### src/rtl/reg_file16_pkg.sv
// Shared constants for the 16-entry register file and its operand-select consumers.
// Downstream mux blocks import RF_WIDTH from here so their data widths stay matched.
package reg_file16_pkg;

    localparam int RF_WIDTH = 16;
    localparam int RF_NREGS = 16;
    localparam int ADDR_W   = 4;
    localparam int ZERO_REG = 0;

    // Address width for a given register count, never narrower than one bit.
    function automatic int addr_bits(input int nregs);
        return (nregs <= 2) ? 1 : $clog2(nregs);
    endfunction

endpackage

### src/rtl/reg_file16_rf_read_port.sv
// One combinational read port: address decode, register-0 forcing and write-through bypass.
// Instantiated once per read port of reg_file16.
module rf_read_port
    import reg_file16_pkg::*;
#(
    parameter int WIDTH = RF_WIDTH,
    parameter int NREGS = RF_NREGS,
    parameter int AW    = addr_bits(RF_NREGS)
) (
    input  logic             rst_i,
    input  logic [AW-1:0]    ra_i,
    input  logic [AW-1:0]    wa_i,
    input  logic             we_i,
    input  logic [WIDTH-1:0] wd_i,
    input  logic [WIDTH-1:0] regs_i [NREGS],
    output logic [WIDTH-1:0] rd_o
);

    logic ra_valid;

    // Register 0 and addresses past the last register have no storage and read as zero.
    assign ra_valid = (ra_i != AW'(ZERO_REG)) && (int'(ra_i) < NREGS);

    always_comb begin
        rd_o = '0;
        if (!rst_i && ra_valid) begin
            // ra_valid already excludes WA=0, so a matching write address is a real write.
            if (we_i && (wa_i == ra_i)) begin
                rd_o = wd_i;
            end else begin
                rd_o = regs_i[ra_i];
            end
        end
    end

endmodule

### src/rtl/reg_file16.sv
// Two-read, one-write register file with hard-wired zero register and write-through bypass.
// Storage clears asynchronously on reset; reads are combinational.
module reg_file16
    import reg_file16_pkg::*;
#(
    parameter int WIDTH = RF_WIDTH,
    parameter int NREGS = RF_NREGS,
    localparam int AW   = addr_bits(NREGS)
) (
    input  logic             clk_i,
    input  logic             rst_i,
    input  logic [AW-1:0]    ra1_i,
    input  logic [AW-1:0]    ra2_i,
    input  logic [AW-1:0]    wa_i,
    input  logic [WIDTH-1:0] wd_i,
    input  logic             we_i,
    output logic [WIDTH-1:0] rd1_o,
    output logic [WIDTH-1:0] rd2_o
);

    logic [WIDTH-1:0] regs_q [NREGS];
    logic [WIDTH-1:0] regs_d [NREGS];
    logic             wr_valid;

    assign wr_valid = we_i && (wa_i != AW'(ZERO_REG)) && (int'(wa_i) < NREGS);

    always_comb begin
        regs_d = regs_q;
        if (wr_valid) begin
            regs_d[wa_i] = wd_i;
        end
        regs_d[ZERO_REG] = '0;
    end

    always_ff @(posedge clk_i or posedge rst_i) begin
        if (rst_i) begin
            for (int i = 0; i < NREGS; i++) begin
                regs_q[i] <= '0;
            end
        end else begin
            regs_q <= regs_d;
        end
    end

    rf_read_port #(
        .WIDTH (WIDTH),
        .NREGS (NREGS),
        .AW    (AW)
    ) u_rd1 (
        .rst_i  (rst_i),
        .ra_i   (ra1_i),
        .wa_i   (wa_i),
        .we_i   (we_i),
        .wd_i   (wd_i),
        .regs_i (regs_q),
        .rd_o   (rd1_o)
    );

    rf_read_port #(
        .WIDTH (WIDTH),
        .NREGS (NREGS),
        .AW    (AW)
    ) u_rd2 (
        .rst_i  (rst_i),
        .ra_i   (ra2_i),
        .wa_i   (wa_i),
        .we_i   (we_i),
        .wd_i   (wd_i),
        .regs_i (regs_q),
        .rd_o   (rd2_o)
    );

endmodule

### config.mk
export PLATFORM = sky130hd
export DESIGN_NAME = reg_file16
export DESIGN_NICKNAME = d
export VERILOG_FILES = /design/src/rtl/reg_file16_pkg.sv /design/src/rtl/reg_file16_rf_read_port.sv /design/src/rtl/reg_file16.sv
export SDC_FILE = /design/constraint.sdc
export NUM_CORES = 1
export LEC_CHECK = 0
export ABC_AREA = 1
export CAP_MARGIN = 20
export CORE_UTILIZATION = 60
export DETAILED_ROUTE_END_ITERATION = 6
export PLACE_DENSITY_LB_ADDON = 0.25
export SLEW_MARGIN = 25
export SYNTH_ARGS = -nofsm -noshare
export SYNTH_HDL_FRONTEND = slang
export SYNTH_SLANG_ARGS = --single-unit
### constraint.sdc
create_clock -name clk_i -period 20.5 [get_ports clk_i]
set_clock_uncertainty 0.1 [all_clocks]
set_input_delay 2.05 -clock clk_i [delete_from_list [all_inputs] [get_ports clk_i]]
set_output_delay 2.05 -clock clk_i [all_outputs]
set_load 0.02 [all_outputs]
==> flow_summary_export.csv <==
group,metric,value,unit
outcome,outcome,"complete, no violations",
setup_path,cp-start-kind,"primary input",
pwr,powerDensity,94.9,nW/um2
synthesis,yosys_warnings,0,
finish,largest_register_ffs,240,
sta,period_needed,7.61,ns
place,place_congestion,0.955,
floorplan,die_w,157,um
synthesis,synthCells,2235,
setup_path,cp_slowest_cell,"clkdlybuf4s50_1",
floorplan,initial_core_util,0.611,
detailed_routing,first_pass_iters,5,
place,dp_cells,2487,
setup_path,critPathKind,"primary input to primary output",
synthesis,yosys-top-cells-area,"dfrtp_1 42%, nand2_1 23%, nand3_1 9.3%",
floorplan,io_pins,63,
setup_path,crit_path_frequent_cell,"nor2_1",
sta,fmax,0.131,GHz
synthesis,seq_area_frac_synth,0.419,
clocking,cts.sink_count,240,
floorplan,core_region_area,23500,um2
grt,grt_overflow,0,
synthesis,yosysMostFrequentCell,"nand2_1",
pwr,vdd_drop_max,0.0546,mV
clocking,cts_buffers,27,
detailed_routing,antenna_left,0,
finish,fillers,2076,
detailed_routing,totalWireLength,49.8,mm
synthesis,avgSynthCellArea,6.42,um2
finish,layout-drive-gt1-share,0.0469,
clocking,ctsHoldBuffers,0,
detailed_routing,drt_iter0_drc,2258,
clocking,cts_root_buffer,"clkbuf_16",
detailed_routing,via_per_inst,5.97,
sta,setup_viol,0,
finish,fin_nets,2229,
pwr,p_leak,8.08,nW
setup_path,cp.required,18.35,ns
sta,tightest_slew,1.11,ns
detailed_routing,routed-via-count,15100,
clocking,clk_pin_slew,0.06,ns
finish,final_cells,2539,
synthesis,synth_ff_type,"dfrtp_1",
clocking,clock_latency,0.54,ns
detailed_routing,wl_met3,6.92,mm
finish,top_regs,"regs_q x240",
sta,max_slew_margin,0.259,
detailed_routing,wl_met1,18.6,mm
floorplan,die-area,24500,um2
grt,antenna_found_initial,2,
clocking,clk_path_buf_depth,3,
setup_path,rrSetupSlack,19.63,ns
grt,grt_pass1_wl,78.0,mm
finish,top_register,"regs_q",
detailed_routing,wl_met2,21.2,mm
hold_path,hold_path_depth,2,
synthesis,synthArstFlopShare,1.00,
finish,area_growth,10.6,%
detailed_routing,drc_errors,0,
grt,grtUsageTotal,0.419,
synthesis,ys_top_cells_by_count,"870 x nand2_1, 267 x nand3_1, 240 x dfrtp_1, 224 x o21ai_0, 192 x nor2_1",
setup_path,cp_slowest_stage_delay,0.67,ns
setup_path,crit_family,"buffers and inverters",
setup_path,worstPathArrival,5.46,ns
sta,slew_violations,0,
synthesis,synth_edf_count,0,
clocking,cts_resized,0,
setup_path,ff2ff_path_depth,2,
clocking,htreeDepth,1,
place,portBuffers,62,
setup_path,end_kind,"primary output",
detailed_routing,routedWlPerCell,19.6,um
synthesis,ys_ff_latch,240,
setup_path,cp_max_fo,40,
run,cap_violations,0,
synthesis,synth_nets,2266,
place,dp_hpwl,29.0,mm
sta,period_share,0.371,
finish,design_area,15900,um2
sta,grt_setup_unrepaired,"false",
floorplan,fp-row-count,56,
grt,grt_pass1_vias,14300,
setup_path,crit_cells,12,
synthesis,synth_top_cell_area_share,0.419,
clocking,cts_tree,"done",
hold_path,hp-class,"register to register",
place,placed_area,14900,um2
sta,hold_viol,0,
grt,grt_max_degree,116,
clocking,cts_setup_buffers,0,
setup_path,crit_buf_inv,5,
synthesis,synth_area_leader_cell,"dfrtp_1",
sta,tns,0,ns
synthesis,synth_area,14300,um2
synthesis,synthDistinctLibCells,20,
floorplan,die_y,157,um
detailed_routing,routed.top_layer,"met4",
setup_path,cp_cell_sequence,"buf_2 -> buf_4 -> inv_2 -> nand2_1 -> nand2_1 -> nor2_1 -> nand3_1 -> buf_4 -> nand3_1 -> nor2_1 -> nor2_1 -> clkdlybuf4s50_1",
kinds of logic after synthesis:
kind of cell    after synthesis  share of synthesized area
simple gates               1335                      0.374
flops                       240                      0.419
buf+inv                     346                     0.0969
compound gates              312                      0.109
xor+xnor                      2                    0.00122
routing by layer:
layer / GRT usage / up-vias
li1: - / 6927
met1: 0.548 / 6854
met2: 0.631 / 1127
met3: 0.104 / 240
met4: 0.251 / 0
met5: 0 / -
cell usage in the layout (no fill, tap or decap), types with 2 or more instances in the layout:
| master | instances |
|---|---|
| nand2_1 | 869 |
| nand3_1 | 267 |
| dfrtp_1 | 240 |
| o21ai_0 | 224 |
| nor2_1 | 186 |
| inv_1 | 178 |
| a21oi_1 | 77 |
| clkdlybuf4s50_1 | 57 |
| buf_4 | 35 |
| clkbuf_16 | 27 |
| o21ai_1 | 10 |
| nor2_2 | 9 |
| clkinv_2 | 8 |
| clkbuf_8 | 7 |
| inv_2 | 3 |
| clkbuf_1 | 3 |
| clkinvlp_4 | 3 |
| buf_2 | 3 |
| bufinv_16 | 2 |
metrics by stage:
step	total power [mW]	hold slack [ns]	utilization	setup slack (ns)
2_1_floorplan	0.892	0.353	-	9.68
3_3_place_gp	0.988	0.366	0.636	13.06
3_5_place_dp	1.00	0.372	0.636	13.04
4_1_cts	1.49	0.387	0.675	13.07
5_1_grt	1.59	0.397	0.676	12.86
6_report	1.50	0.383	0.676	12.89
worst reg2reg max path: cells and delay by family (launching register included):
kind | cells | cell delay (ns)
flops | 1 | 0.42
compound gates | 1 | 0.11
simple gates | 1 | 0.09
where the power goes:
part	leakage (nW)	switching [mW]	internal (mW)
logic	4.70	0.241	0.126
registers	2.94	0.0645	0.578
clock network	0.447	0.203	0.292
total	8.08	0.509	0.996
worst paths after layout:
path / from / endpoint
max in group asynchronous: rst_i / regs_q[16]
min in group asynchronous: rst_i / regs_q[194]
max: ra1_i[1] / rd1_o[6]
min: regs_q[65] / regs_q[65]
min reg2reg: regs_q[65] / regs_q[65]
max reg2reg: regs_q[58] / regs_q[58]
final cells by class:
cell class | instances | area (um2) | share of cell area
timing repair buffer | 96 | 868 | 0.0547
multi-input combinational | 1649 | 6980 | 0.440
sequential | 240 | 6010 | 0.379
clock inverter | 13 | 126 | 0.00797
clock buffer | 37 | 783 | 0.0494
tap | 319 | 399 | 0.0252
inverter | 184 | 699 | 0.0441
antenna | 1 | 2.50 | 0.000158
No activity file was read; power rests on OpenSTA's default activity.
